`src/rtl/rf_scan_reader.sv`:
```
// rf_scan_reader
//   Read-side sequencer for the register file. A start pulse sweeps a
//   contiguous, wrapping address range over the file's combinational read
//   port. Each word is registered and then streamed to a consumer over a
//   valid/ready handshake.
// Ports:
//   clk, reset           : single clock, synchronous active-high reset
//   start, base, count   : scan request (start is sampled only in IDLE)
//   abort                : cancel an active scan (SCAN/DRAIN only)
//   raddr / q            : register-file read address / combinational data
//   out_valid/out_ready  : output handshake
//   out_data/out_addr    : word and the address it came from
//   out_last             : final beat of the scan
//   busy                 : scan in progress (SCAN or DRAIN)
//   done                 : one-cycle pulse, scan completed normally
//   err                  : one-cycle pulse, start rejected (base out of range)
module rf_scan_reader #(
  parameter int ADDR_BITS = 7,
  parameter int DATA_BITS = 13,
  parameter int DEPTH     = 16
) (
  input  logic                 clk,
  input  logic                 reset,
  input  logic                 start,
  input  logic [ADDR_BITS-1:0] base,
  input  logic [ADDR_BITS:0]   count,
  input  logic                 abort,
  output logic [ADDR_BITS-1:0] raddr,
  input  logic [DATA_BITS-1:0] q,
  output logic                 out_valid,
  input  logic                 out_ready,
  output logic [DATA_BITS-1:0] out_data,
  output logic [ADDR_BITS-1:0] out_addr,
  output logic                 out_last,
  output logic                 busy,
  output logic                 done,
  output logic                 err
);

  typedef enum logic [1:0] {IDLE, SCAN, DRAIN, DONE} state_e;

  localparam logic [ADDR_BITS-1:0] DEPTH_A  = ADDR_BITS'(DEPTH);
  localparam logic [ADDR_BITS-1:0] ADDR_MAX = ADDR_BITS'(DEPTH - 1);
  localparam logic [ADDR_BITS-1:0] ADDR_ONE = ADDR_BITS'(1);
  localparam logic [ADDR_BITS:0]   DEPTH_C  = (ADDR_BITS+1)'(DEPTH);
  localparam logic [ADDR_BITS:0]   REM_ONE  = (ADDR_BITS+1)'(1);

  state_e                 state_q, state_d;
  logic [ADDR_BITS-1:0]   raddr_q, raddr_d;
  logic [ADDR_BITS:0]     remaining_q, remaining_d;
  logic [DATA_BITS-1:0]   out_data_q, out_data_d;
  logic [ADDR_BITS-1:0]   out_addr_q, out_addr_d;
  logic                   out_valid_q, out_valid_d;
  logic                   out_last_q, out_last_d;
  logic                   err_q, err_d;

  logic accept;   // beat handed to the consumer this cycle
  logic load;     // output slot free (or freeing) while scanning
  logic bad_base;
  logic is_last;

  assign accept   = out_valid_q && out_ready;
  assign load     = (state_q == SCAN) && !abort && (!out_valid_q || out_ready);
  assign bad_base = (base >= DEPTH_A);
  assign is_last  = (remaining_q == REM_ONE);

  // State register and all datapath flops
  always_ff @(posedge clk) begin
    if (reset) begin
      state_q     <= IDLE;
      raddr_q     <= '0;
      remaining_q <= '0;
      out_data_q  <= '0;
      out_addr_q  <= '0;
      out_valid_q <= 1'b0;
      out_last_q  <= 1'b0;
      err_q       <= 1'b0;
    end else begin
      state_q     <= state_d;
      raddr_q     <= raddr_d;
      remaining_q <= remaining_d;
      out_data_q  <= out_data_d;
      out_addr_q  <= out_addr_d;
      out_valid_q <= out_valid_d;
      out_last_q  <= out_last_d;
      err_q       <= err_d;
    end
  end

  // Next-state logic
  always_comb begin
    state_d = state_q;
    unique case (state_q)
      IDLE: begin
        if (start && !bad_base)
          state_d = (count == '0) ? DONE : SCAN;
      end
      SCAN: begin
        if (abort)                state_d = IDLE;
        else if (load && is_last) state_d = DRAIN;
      end
      DRAIN: begin
        if (abort)       state_d = IDLE;
        else if (accept) state_d = DONE;
      end
      DONE:    state_d = IDLE;
      default: state_d = IDLE;
    endcase
  end

  // Datapath / registered outputs
  always_comb begin
    raddr_d     = raddr_q;
    remaining_d = remaining_q;
    out_data_d  = out_data_q;
    out_addr_d  = out_addr_q;
    out_last_d  = out_last_q;
    out_valid_d = out_valid_q && !out_ready;
    err_d       = 1'b0;

    if (state_q == IDLE && start) begin
      if (bad_base) begin
        err_d = 1'b1;
      end else if (count != '0) begin
        raddr_d     = base;
        // Saturate so a long count never revisits an address
        remaining_d = (count > DEPTH_C) ? DEPTH_C : count;
      end
    end

    if (load) begin
      out_data_d  = q;
      out_addr_d  = raddr_q;
      out_valid_d = 1'b1;
      out_last_d  = is_last;
      remaining_d = remaining_q - REM_ONE;
      raddr_d     = (raddr_q == ADDR_MAX) ? '0 : raddr_q + ADDR_ONE;
    end

    // Abort drops any un-accepted beat; an accepted one already went out
    if (abort && (state_q == SCAN || state_q == DRAIN))
      out_valid_d = 1'b0;
  end

  // Outputs
  always_comb begin
    raddr     = raddr_q;
    out_data  = out_data_q;
    out_addr  = out_addr_q;
    out_valid = out_valid_q;
    out_last  = out_last_q;
    err       = err_q;
    busy      = (state_q == SCAN) || (state_q == DRAIN);
    done      = (state_q == DONE);
  end

endmodule
```
`config.mk`:
```
export PLATFORM = sky130hd
export DESIGN_NAME = rf_scan_reader
export DESIGN_NICKNAME = d
export VERILOG_FILES = /design/src/rtl/rf_scan_reader.sv
export SDC_FILE = /design/constraint.sdc
export NUM_CORES = 1
export LEC_CHECK = 0
export CAP_MARGIN = 15
export CORE_MARGIN = 2
export CORE_UTILIZATION = 50
export DETAILED_ROUTE_END_ITERATION = 12
export PLACE_DENSITY = 0.85
export SYNTH_ARGS = -nofsm -noshare
export SYNTH_HDL_FRONTEND = slang
export SYNTH_SLANG_ARGS = --single-unit
```
`constraint.sdc`:
```
create_clock -name clk -period 5.3 [get_ports clk]
set_input_delay 1.06 -clock clk [delete_from_list [all_inputs] [get_ports clk]]
set_output_delay 1.06 -clock clk [all_outputs]
set_load 0.02 [all_outputs]
```
==> results of run 1 <==
registers in the layout, summed over array words and instances, names as in the netlist:
name / count
out_valid: 1
out_data: 13
raddr: 7
state_q: 2
err: 1
remaining_q: 8
out_addr: 7
out_last: 1
final cells by class:
class | instances | area, um2
Inverter | 7 | 26.3
Timing Repair Buffer | 67 | 663
Multi-Input combinational cell | 181 | 1130
Tap cell | 50 | 62.6
Clock inverter | 3 | 18.8
Fill cell | 344 | 1200
Sequential cell | 40 | 801
Clock buffer | 5 | 68.8
critical path, stage by stage:
cell and delay (ns):
sky130_fd_sc_hd__clkdlybuf4s50_1 0.42, sky130_fd_sc_hd__nor2b_1 0.48, sky130_fd_sc_hd__or2_1 0.46, sky130_fd_sc_hd__buf_4 0.37, sky130_fd_sc_hd__nand2_2 0.13, sky130_fd_sc_hd__a311oi_2 0.25
logic make-up after synthesis:
family	after synthesis	share of synthesized area [%]
AOI/OAI and AO/OA	64	22.3
xor gates and xnor gates	1	0.430
adders and majority gates	8	4.91
buffers and inverters	24	5.28
DFF	40	39.3
muxes	4	1.96
and+or+nand+nor	104	25.8
cells in the final DEF (no fill, tap or decap), drive strengths merged, types with 2 or more instances in the layout:
cell type,synthesis,layout
o22ai,3,3
nor4b,2,2
buf,11,3
or4,4,4
nand2,52,52
clkinv,0,3
o21ai,3,3
a21oi,28,28
nor3,6,6
nand2b,3,3
ha,8,8
a211oi,4,4
mux2i,4,4
or2,2,2
o211ai,2,2
nor2,9,9
clkbuf,6,5
nand3,10,10
nor4,3,3
or3,3,3
nand4,3,3
clkdlybuf4s50,0,64
nor2b,3,3
dfxtp,40,40
a311oi,5,5
inv,7,7
a31oi,10,10
power by group:
part / internal (mW) / switching [mW] / total [mW]
Combinational: 0.158 / 0.195 / 0.353
Sequential: 0.341 / 0.0414 / 0.382
Clock: 0.0918 / 0.115 / 0.207
worst max-delay path by stage:
stage                           endpoint  slack [ns]  depth (start not counted)
after floorplan           remaining_q[2]        2.90                          6
after global placement          raddr[6]        2.13                          6
after detailed placement  remaining_q[5]        2.04                          6
after CTS                 remaining_q[5]        2.34                          6
after global routing      remaining_q[5]        2.16                          6
final                     remaining_q[5]        2.34                          6
per-stage QoR:
| stage | power, mW | std cells |
|---|---|---|
| 3_3_place_gp | 0.728 | 345 |
| 6_report | 0.942 | 353 |
| 5_1_grt | 0.993 | 353 |
| 3_5_place_dp | 0.739 | 345 |
| 2_1_floorplan | 0.615 | 245 |
| 4_1_cts | 0.941 | 353 |
routing by layer:
layer / vias up / track usage, %
met5: - / 0
li1: 993 / -
met4: 0 / 7.75
met1: 902 / 29.0
met3: 6 / 5.43
met2: 54 / 37.6
==> reports/summary.txt, run 1 <==
======================================================================================================
Outcome                                                                                   finished, final reports clean
Congestion Overflow GR                                                                               0
Clock Tree Buf Depth                                                                                 2
Area of placed instances                                                                      2690 um2
Required time of the critical path                                                             5.51 ns
Vias in the first global route                                                                   1,749
Maximum frequency from static timing analysis                                                  338 MHz
Number of instances resized during post-cts repair                                                   0
I/O pin count                                                                                       65
Async set or reset register ratio after synthesis                                                   0%
Portion of the post-synthesis area used by sequential elements                                   39.3%
Final setup fails                                                                                    0
Hold Path Stages                                                                                     2
Ratio of total power to cell area                                                           340 nW/um2
Vias                                                                                             1,955
Kind of end point of the critical path                                                       flip-flop
Placeable core region                                                                         3970 um2
Clock insertion delay at the later pin of the skew report                                      0.30 ns
Fraction of post-synthesis cell area in the top cell type by area                                39.3%
Horiz. Die Dim                                                                                 67.9 um
Via-to-Cell Ratio                                                                                 5.54
Count of distinct cell types in the synthesized netlist                                             46
Fin. Hold Viols                                                                                      0
Final wirelength                                                                               4.95 mm
Top layer reached by signal wires                                                                 met4
Final Core Density                                                                               69.8%
DR DRC count                                                                                         0
Synth cell count leaders                                                                  sky130_fd_sc_hd__nand2_1 (51), sky130_fd_sc_hd__dfxtp_1 (40), sky130_fd_sc_hd__a21oi_1 (28)
Data arrival time of the critical path                                                         3.17 ns
Pin count of the biggest net entering global routing                                                44
EDFF count, synth                                                                                    0
GPL Wtd Cong                                                                                     0.846
Max Fanout on Critical Path                                                                         27
Cell count after synthesis                                                                         245
Clock Sink Count                                                                                    40
Prevailing post-synth register cell                                                       sky130_fd_sc_hd__dfxtp_1
Clock Skews                                                                                 0.00887 ns
Post-Syn Area per Cell                                                                        8.32 um2
Post-route antenna net violation count                                                               0
Number of antenna cells inserted                                                                     0
Total global routing track utilization                                                           22.7%
Worst reg2reg startpoint                                                                    state_q[1]
Number of placement rows                                                                            23
# H-tree levels                                                                                      2
Startpoint of the most critical setup path                                                   out_ready
Max-cap violations                                                                                   0
Launch instance of the worst min-delay path                                                out_data[3]
Final worst path period need                                                                   2.96 ns
Mapped Area                                                                                   2040 um2
Number of nets in the layout                                                                       343
Hold Worst Slack                                                                              0.459 ns
TritonRoute pass-1 iters                                                                             4
Post-synthesis register bit count                                                                   40
Accumulated negative setup slack                                                                  0 ns
Met1 Wirelength                                                                                2.26 mm
RSZ-0062 raised after global routing                                                                no
Startpoint type of the worst setup path                                                   primary input
Worst slew margin relative to its limit                                                          57.1%
Vertical die dimension                                                                         67.9 um
Setup CP Type                                                                             primary input to flip-flop
Cell taking the most area after synthesis                                                 sky130_fd_sc_hd__dfxtp_1
Worst min path class                                                                      flip-flop to flip-flop
Met3 wire length                                                                                227 um
Total setup buffers inserted after CTS                                                               0
Met2 wire length                                                                               2.40 mm
Wire length of the first global-routing pass                                                   7.94 mm
Final WS setup                                                                                 2.34 ns
Area Growth Syn to Fin                                                                           36.0%
Drt initial violations                                                                             178
Starting density of the core                                                                     51.4%
Max-slew violation total from the final report                                                       0
Worst hold path endpoint                                                                   out_data[3]
Fin area                                                                                      2770 um2
End of the worst register-to-register path                                                remaining_q[5]
Top-count cell post-synth                                                                 sky130_fd_sc_hd__nand2_1
Number of cell instances on the worst register-to-register path                                      7
Root Buffer                                                                               sky130_fd_sc_hd__clkbuf_8
Clock transition at the register clock pins on the worst setup and hold paths after CTS        0.08 ns
Fraction of final layout cells with drive strength greater than 1                                8.25%
Average routed wire per standard cell                                                          14.0 um
Count of buffers inserted at the top-level ports                                                    64
Pre-CTS setup slack                                                                            2.04 ns
Post-detailed-placement half-perimeter wirelength                                              3.51 mm
Number of antenna violations at the first check in global routing                                    0
Hold_buf cts                                                                                         0
Peak VDD IR                                                                                 0.000217 V
Share of the clock period used by the worst path after layout                                    55.9%
Slew of the pin with the lowest slew margin                                                   0.639 ns
Total number of yosys warnings                                                                       0
Total nets after synthesis                                                                         286
CTS tree                                                                                           yes
Biggest area contributors in the synthesized netlist                                      sky130_fd_sc_hd__dfxtp_1 (39%), sky130_fd_sc_hd__nand2_1 (9.4%), sky130_fd_sc_hd__a21oi_1 (6.9%)
Total die area                                                                                4610 um2
Leak pwr                                                                                      0.940 nW
Number of buffers created by CTS                                                                     5
Flop-to-flop setup slack                                                                       3.02 ns
======================================================================================================
Power figures use the tool's default switching activity.
==> inputs of run 2 (changes only) <==
--- a/config.mk
+++ b/config.mk
@@ -7,9 +7,9 @@
 export LEC_CHECK = 0
 export CAP_MARGIN = 15
 export CORE_MARGIN = 2
-export CORE_UTILIZATION = 50
+export CORE_UTILIZATION = 42
 export DETAILED_ROUTE_END_ITERATION = 12
-export PLACE_DENSITY = 0.85
+export PLACE_DENSITY = 0.77
 export SYNTH_ARGS = -nofsm -noshare
 export SYNTH_HDL_FRONTEND = slang
 export SYNTH_SLANG_ARGS = --single-unit
==> constraint.sdc (replaced) <==
create_clock -name clk -period 2.7 [get_ports clk]
set_input_delay 0.54 -clock clk [delete_from_list [all_inputs] [get_ports clk]]
set_output_delay 0.54 -clock clk [all_outputs]
set_load 0.02 [all_outputs]
==> reports/summary.txt, run 2 (synthesis results as in run 1) <==
======================================================================================================
TritonRoute pass-1 iters                                                                             5   +1
Average routed wire per standard cell                                                          14.1 um   +0.29%
CP bufs+invs                                                                                         2   unchanged
Outcome                                                                                   finished, final reports clean
Clock transition at the register clock pins on the worst setup and hold paths after CTS        0.07 ns   about the same
Area Growth Syn to Fin                                                                           40.4%
Delay of the slowest critical-path stage                                                       0.62 ns   +0.14 ns
Count of buffers inserted at the top-level ports                                                    64   unchanged
Post-route antenna net violation count                                                               0   unchanged
# H-tree levels                                                                                      2   unchanged
Number of antenna cells inserted                                                                     0   unchanged
Number of antenna violations at the first check in global routing                                    0   unchanged
Number of flip-flops under the largest register name                                                13   unchanged
Setup CP Type                                                                             flip-flop to output pin
Clock network power share                                                                        26.7%   +4.7 points
CTS tree                                                                                           yes
Internal                                                                                       1.32 mW   +120%
Total die area                                                                                5430 um2   +18%
Number of buffers created by CTS                                                                     5   unchanged
Data arrival time of the critical path                                                         1.70 ns   -1.47 ns
Horiz. Die Dim                                                                                 73.7 um   +8.6%
Total setup buffers inserted after CTS                                                               0   unchanged
Number of cell instances on the worst register-to-register path                                      7   unchanged
Kind of end point of the critical path                                                      output pin
Clock Skews                                                                                 0.00463 ns   -0.00424 ns
RSZ-0062 raised after global routing                                                                no
Placeable core region                                                                         4690 um2   +18%
Clock Sink Count                                                                                    40   unchanged
Starting density of the core                                                                     43.5%   -7.9 points
Count of filler cells inserted in the layout                                                       421   +22%
Accumulated negative setup slack                                                                  0 ns   unchanged
Largest delay share family, worst path                                                    buffers and inverters
Worst reg2reg startpoint                                                                    state_q[1]
Final setup fails                                                                                    0   unchanged
Final worst path period need                                                                   2.24 ns
Wire length of the first global-routing pass                                                   8.58 mm   +8.1%
Share of the clock period used by the worst path after layout                                    83.1%
Flop-to-flop setup slack                                                                       0.75 ns   -2.27 ns
Number of placement rows                                                                            25   +8.7%
Fin. Hold Viols                                                                                      0   unchanged
Root Buffer                                                                               sky130_fd_sc_hd__clkbuf_8
Final Core Density                                                                               61.0%   -8.8 points
Net Switching                                                                                 0.672 mW   +91%
Final wirelength                                                                               5.11 mm   +3.1%
Most frequent standard cell in the layout excluding fill and tap cells                    sky130_fd_sc_hd__clkdlybuf4s50_1
I/O pin count                                                                                       65   unchanged
Launch instance of the worst min-delay path                                               out_data[11]
Pin count of the biggest net entering global routing                                                31   -30%
Leak pwr                                                                                      0.986 nW   +5.0%
Hold Path Stages                                                                                     2   unchanged
GPL Wtd Cong                                                                                     0.860   +1.7%
Cell count after placement                                                                         355   +2.9%
Worst hold path endpoint                                                                  out_data[11]
Clock insertion delay at the later pin of the skew report                                      0.29 ns   about the same
Worst min path class                                                                      flip-flop to flip-flop
Hold_buf cts                                                                                         0   unchanged
Required time of the critical path                                                             2.16 ns   -3.35 ns
Drt initial violations                                                                              83   -53%
Fraction of final layout cells with drive strength greater than 1                                10.0%   +1.8 points
Vertical die dimension                                                                         73.7 um   +8.6%
Net switching fraction of the power                                                              33.8%   -3.5 points
Max Fanout on Critical Path                                                                          4   -85%
Number of nets in the layout                                                                       349   +1.7%
Final WS setup                                                                                0.455 ns   -1.88 ns
Fin area                                                                                      2860 um2   +3.2%
Congestion Overflow GR                                                                               0   unchanged
Via-to-Cell Ratio                                                                                 5.52   -0.42%
Vias                                                                                             2,002   +2.4%
Peak VDD IR                                                                                 0.000371 V   +71%
Max-cap violations                                                                                   0   unchanged
Worst slew margin relative to its limit                                                          59.7%   +2.7 points
DR DRC count                                                                                         0   unchanged
Area of placed instances                                                                      2740 um2   +1.9%
Critical Path, Cell by Cell                                                               inv_1, ha_1, clkdlybuf4s50_1
Maximum frequency from static timing analysis                                                  446 MHz
Tot Pwr                                                                                        1.99 mW   +110%
Post-detailed-placement half-perimeter wirelength                                              3.67 mm   +4.7%
CP max stage cell                                                                         sky130_fd_sc_hd__clkdlybuf4s50_1
Total global routing track utilization                                                           20.2%   -2.5 points
Startpoint type of the worst setup path                                                      flip-flop
Clock Tree Buf Depth                                                                                 2   unchanged
Pre-CTS setup slack                                                                           0.227 ns   -1.82 ns
Highest-count cells in the layout ignoring fill and taps                                  sky130_fd_sc_hd__clkdlybuf4s50_1 (64), sky130_fd_sc_hd__nand2_1 (51), sky130_fd_sc_hd__dfxtp_1 (40)
Relative contribution of sequential cells to total power                                         37.5%   -3.1 points
Proportion of power drawn by combinational gates                                                 35.8%   -1.7 points
Slew of the pin with the lowest slew margin                                                   0.599 ns   -0.0396 ns
End of the worst register-to-register path                                                remaining_q[6]
Number of instances resized during post-cts repair                                                   0   unchanged
Vias in the first global route                                                                   1,882   +7.6%
Hold Worst Slack                                                                              0.453 ns   -0.00576 ns
Max-slew violation total from the final report                                                       0   unchanged
Ratio of total power to cell area                                                           695 nW/um2   +100%
Count of non-filler cells in the finished layout                                                   363   +2.8%
======================================================================================================
-- run 2: changes by cell type in the layout (fill, tap and decap cells not counted), sizes merged --
cell	previous run	this run
clkbuf	5	7
buf	3	9
clkinv	3	0
bufinv	0	1
-- run 2: final cells by class --
cell class,count,area (um2),share of cell area (%)
timing repair buffer,73,708,24.7
sequential,40,801,28.0
clock buffer,7,96.3,3.37
multi-input combinational,181,1130,39.6
tap,54,67.6,2.36
inverter,7,26.3,0.918
clock inverter,1,30.0,1.05
-- run 2: worst max path at each step --
| stage | from | end | slack [ns] | cells after the start |
|---|---|---|---|---|
| after floorplan | base[5] | remaining_q[2] | 0.82 | 6 |
| after global placement | base[5] | remaining_q[2] | 0.31 | 5 |
| after detailed placement | out_ready | remaining_q[3] | 0.23 | 6 |
| after CTS | state_q[0] | busy | 0.45 | 3 |
| after global routing | out_ready | remaining_q[3] | 0.40 | 6 |
| final | state_q[0] | busy | 0.46 | 3 |
-- run 2: metal layers --
layer	part of all wire [%]	wire [um]	global-route usage (%)
met2	50	2530	33.7
met5	0	0	0
met3	4.5	230	4.12
met1	44	2240	25.7
met4	1.9	96	6.87
-- run 2: tightest hold or removal path: cells and delay by family, from the launching register on --
family,cells,cell delay (ns)
compound gates,1,0.05
simple gates,1,0.05
flops,1,0.31
-- run 2: power by group through the flow --
stage / Clock (mW) / Sequential [mW] / Combinational (mW)
finish: 0.532 / 0.746 / 0.712
global route: 0.565 / 0.759 / 0.786
CTS: 0.544 / 0.745 / 0.712
detailed placement: 0 / 0.758 / 0.707
global placement: 0 / 0.755 / 0.695
floorplan: 0 / 0.796 / 0.412
==> variant 1: new RTL, settings of run 1 <==
Encoding of `state_e`: now Gray code (2 bits for 4 states).
--- a/src/rtl/rf_scan_reader.sv
+++ b/src/rtl/rf_scan_reader.sv
@@ -39,3 +39,3 @@
 
-  typedef enum logic [1:0] {IDLE, SCAN, DRAIN, DONE} state_e;
+  typedef enum logic [1:0] {IDLE = 2'b00, SCAN = 2'b01, DRAIN = 2'b11, DONE = 2'b10} state_e;
 
Formal check against the unedited RTL: same outputs for any inputs over 10 cycles, from zero or initial values and one cycle with reset high; not proved beyond that.
==> variant 1 against run 1 <==
Sequential cell count unchanged; non-clock buffer count unchanged; count of clock-buffer cells in the layout increased by 1; final area decreased by 8.8%; synthesized area decreased by 11%; setup slack got worse by 130 ps; critical path type unchanged; utilization increased by 4.3 points; highest routed layer unchanged; register-to-register slack got worse by 160 ps; routed wire length decreased by 14%; via count decreased by 6.1%; clock skew decreased by 5.4 ps.
Power is not compared: it rests on default switching activity, and its combinational part moved more than twofold at a synthesized area within 25%.
==> variant 1: results (changes against run 1) <==
Run status
  – Run status: finished, final reports clean

Cells and area
  – Storage cell area: 801 sq um (unchanged)
  – Non-CTS buffers: 67 (unchanged)
  – Clock network share of area: 2.62% (-0.54 points)
  – Inverters, non-clock: 6 (-1)
  – Non-clock buffers, area share: 26.2% (+2.3 points)
  – CLK BUF: 6 (+1)
  – Comb_multi_in: 169 (-6.6%)
  – Layout cells sized above 1: 4.48% (-3.8 points)
  – Number of fill cells in the layout: 293 (-15%)
  – Multi-input combinational area share: 36.4% (-4.5 points)
  – Max-area cell class: multi-input combinational cells
  – Nets: 325 (-5.2%)
  – Diodes inserted: 0 (unchanged)

Placement
  – Post-DP HPWL: 3080 microns (-12%)
  – Count of buffers from port buffering: 64 (unchanged)
  – Post-Place Setup Slack: 1850 ps (-192 ps)
  – Final Wtd Congestion: 0.827 (-2.2%)

Detailed routing
  – M1 wire length: 1920 microns (-15%)
  – Vias: 1835 (-6.1%)
  – Met3 WL: 252 microns (+11%)
  – Via density: 5.46 (-1.4%)
  – Average wire per standard cell: 12.7 microns (-9.8%)
  – Met2 Wirelength: 2030 microns (-15%)
  – DR iter-0 viols: 96 (-46%)

Yosys
  – Sequential share of the synthesized area: 44.1% (+4.9 points)
  – Ys Warns: 0 (unchanged)
  – Main flop type after synthesis: dfxtp_1
  – Main area contributors after synthesis: dfxtp_1 44%, nand2_1 11%, a21oi_1 7.7%
  – Mapped Cells: 232 (-5.3%)
  – Cell variety after synth: 40 (-13%)
  – Syn_nets: 268 (-6.3%)
  – Top cells by instance count after synthesis: 53 x nand2_1, 40 x dfxtp_1, 28 x a21oi_1
  – Synthesized area: 0.00181 sq mm (-11%)

Critical path
  – Peak per-stage delay on the critical path: 510 ps (+30 ps)
  – Slowest CP cell: or4b_1
  – Crit path DAT: 3370 ps (+200 ps)
  – Crit-path max FO: 21 (-22%)

Pwr
  – P_leak: 0.860 nW
  – Clock share of power: 30.8%
  – Worst vdd rail ir drop: 0.164 mV
  – P_int: 0.403 mW
  – Combinational fraction of design power: 11.1%

Global routing
  – Largest net degree at the start of global routing: 43 (-2.3%)
  – First-pass GRT wire length: 7330 microns (-7.7%)
  – Grt met3 use: 4.58% (-0.85 points)
  – Met2 GRT Util: 35.8% (-1.8 points)
  – Vias in the first global route: 1657 (-5.3%)
  – Met1 usage: 29.2% (+0.19 points)
  – Total track usage: 22.0% (-0.72 points)

Clock tree
  – Resize count post-CTS: 0 (unchanged)
  – H-Tree Depth: 2 (unchanged)
  – Clock slew at reported path FFs: 120 ps (+40 ps)
  – Clock insertion delay at the later pin of the skew report: 340 ps (+40 ps)
  – Longest Clk Path Bufs: 2 (unchanged)
  – Clk root buf: clkbuf_4

STA
  – Skew final: 3.47 ps (-5.39 ps)
  – Rel. slew slack: 49.6% (-7.4 points)

Min path
  – Hold crit path type: reg2reg
-- variant 1: cell types whose count changed after synthesis, sizes merged, moves of 2 or more --
cell / before / now
nand3: 10 / 16
nor4b: 2 / 0
o22ai: 3 / 1
and3: 0 / 2
or4: 4 / 2
mux2i: 4 / 2
nand3b: 0 / 2
buf: 11 / 6
nor3: 6 / 4
clkbuf: 6 / 11
ha: 8 / 3
-- variant 1: kinds of logic after synthesis --
group,Yosys count,share of synthesized area (%)
adder cells (fa/ha/maj),3,2.07
AO/OA/AOI/OAI,55,18.8
flip-flops,40,44.1
buffers and inverters,23,5.24
AND/OR/NAND/NOR,107,27.7
XOR/XNOR,2,0.966
multiplexers,2,1.10
-- variant 1: worst paths after layout --
check,end,slack (ps),from,cells after the start
setup reg to reg,raddr[5],2860,state_q[0],5
setup / recovery,raddr[5],2210,abort,6
hold / removal,out_data[5],470,out_data[5],2
hold reg to reg,out_data[5],470,out_data[5],2
==> variant 2: new RTL, settings of run 1 <==
Made on the original files. The parameter `DATA_BITS` goes from 13 to 9.
--- a/src/rtl/rf_scan_reader.sv
+++ b/src/rtl/rf_scan_reader.sv
@@ -18,3 +18,3 @@
   parameter int ADDR_BITS = 7,
-  parameter int DATA_BITS = 13,
+  parameter int DATA_BITS = 9,
   parameter int DEPTH     = 16
Ports: changed (resized out_data and q); port bits go from 65 to 57. The function was not compared with the original's and may differ.
==> variant 2 against run 1 <==
Utilization is 0.36 points higher; sequential share of layout area is 0.62 points lower; clock skew is 5.2 ps lower; critical path depth stayed put; total power is 0.36% lower; via count is 3.6% lower; final area is 8.0% lower; sequential cell count is 4 lower; synthesized area is 8.7% lower; non-clock buffer count is 8 lower; routed wire length is 10% lower; setup slack worse by 21 ps.
==> variant 2: results (changes against run 1) <==
Run status
  – Run status: finished, final reports clean

Cells and area
  – Layout cells sized above 1: 7.47% (-0.78 points)
  – Nets: 317 (-7.6%)
  – Max reg flops: 9 (-4)
  – Diodes inserted: 0 (unchanged)
  – Non-filler instance count after layout: 329 (-6.8%)

STA
  – Rel. slew slack: 54.8% (-2.2 points)
  – Worst setup margin: 2320 ps (-21.3 ps)
  – Hold_ws: 456 ps (-3.01 ps)
  – Skew final: 3.68 ps (-5.18 ps)

Clock tree
  – Clk root buf: clkbuf_8
  – Resize count post-CTS: 0 (unchanged)
  – Clock slew at reported path FFs: 70 ps
  – Clock insertion delay at the later pin of the skew report: 290 ps
  – Longest Clk Path Bufs: 2 (unchanged)
  – H-Tree Depth: 2 (unchanged)
  – Setup bufs post-CTS: 0 (unchanged)
  – CTS buffer count: 5 (unchanged)

Detailed routing
  – DR iter-0 viols: 171 (-3.9%)
  – Vias: 1885 (-3.6%)
  – DRT Pass-1 Iters: 4 (unchanged)
  – Final WL: 4450 microns (-10%)

Critical path
  – Peak per-stage delay on the critical path: 570 ps (+90 ps)
  – R2r setup slk: 3000 ps (-20 ps)
  – Crit path max-delay family: simple AND/OR/NAND/NOR gates
  – R2r endpoint: remaining_q[0]
  – FF-to-FF Start: state_q[1]
  – Crit path DAT: 3170 ps (about the same)
  – Worst reg-to-reg path cell count: 7 (unchanged)
  – Slowest CP cell: nor2_2
  – Crit-path max FO: 18 (-33%)

Yosys
  – Sequential share of the synthesized area: 38.7% (-0.58 points)
  – Syn_nets: 265 (-7.3%)
  – Mapped Cells: 228 (-6.9%)
  – Main flop type after synthesis: dfxtp_1
  – Main area contributors after synthesis: dfxtp_1 39%, nand2_1 9.7%, a21oi_1 6.2%
  – Ys Warns: 0 (unchanged)
  – Cell variety after synth: 48 (+4.3%)
  – Asr flop ratio synth: 0% (unchanged)
  – Top cells by instance count after synthesis: 48 x nand2_1, 36 x dfxtp_1, 23 x a21oi_1

Placement
  – Count of buffers from port buffering: 56 (-13%)
  – Final Wtd Congestion: 0.844 (-0.14%)
  – DP Area: 0.00244 sq mm (-9.3%)
  – Post-DP HPWL: 3070 microns (-13%)
  – Post-Place Setup Slack: 1850 ps (-190 ps)

Min path
  – Hold crit path type: reg2reg
  – Worst hold stages: 2 (unchanged)
  – Hold Crit Endpoint: out_data[1]
  – Start point of the worst hold path: out_data[1]

Global routing
  – Initial antenna violation count: 0 (unchanged)
  – Total track usage: 22.9% (+0.15 points)
  – Vias in the first global route: 1683 (-3.8%)
  – Largest net degree at the start of global routing: 39 (-11%)
  – First-pass GRT wire length: 7610 microns (-4.1%)
  – Global route total overflow: 0 (unchanged)

Pwr
  – P_leak: 0.875 nW (-6.9%)
  – Worst vdd rail ir drop: 0.299 mV (+38%)
variant 2: area by class of cell:
cell class	instances	area [sq um]
Clock inverter	3	18.8
Clock buffer	5	68.8
Timing Repair Buffer	59	603
Fill cell	312	1080
Tap cell	48	60.1
Inverter	4	15.0
Multi-Input combinational cell	174	1060
Sequential cell	36	721
variant 2: worst max path at each step:
stage                     end      start
3_5_place_dp         raddr[5]  out_ready
6_report       remaining_q[0]      abort
2_1_floorplan  remaining_q[0]    base[5]
5_1_grt        remaining_q[0]      abort
4_1_cts              raddr[5]  out_ready
3_3_place_gp   remaining_q[3]  out_ready
variant 2: power breakdown:
part	total (mW)	leakage, nW	internal [mW]	switching [mW]
Sequential	0.351	0.292	0.310	0.0412
Clock	0.194	0.0479	0.0916	0.102
Combinational	0.394	0.535	0.175	0.219
variant 2: kinds of logic after synthesis:
group	Yosys count	share of synthesized area (%)
AOI/OAI and AO/OA	59	22.7
xor gates and xnor gates	1	0.470
adders and majority gates	8	5.37
buffers and inverters	18	4.16
DFF	36	38.7
muxes	2	1.07
and+or+nand+nor	104	27.5
variant 2: stage by stage:
stage          utilization (%)  total power [mW]
2_1_floorplan                -             0.613
3_3_place_gp              67.0             0.725
3_5_place_dp              67.0             0.732
4_1_cts                   69.5             0.925
5_1_grt                   70.2              1.00
6_report                  70.2             0.938
variant 2: worst register-to-register path: stages, from the launching register on:
cell	delay, ps
dfxtp_1	330
inv_1	120
ha_1	200
nand2b_1	210
nor2_2	570
buf_4	340
nor3_1	90
a2111oi_2	330
variant 2: per-layer routing:
layer / share of wire, % / up-vias / global-route usage [%]
li1: - / 936 / -
met1: 43 / 868 / 29.6
met2: 49 / 68 / 36.3
met3: 5.2 / 13 / 5.38
met4: 2.0 / 0 / 9.90
met5: 0 / - / 0
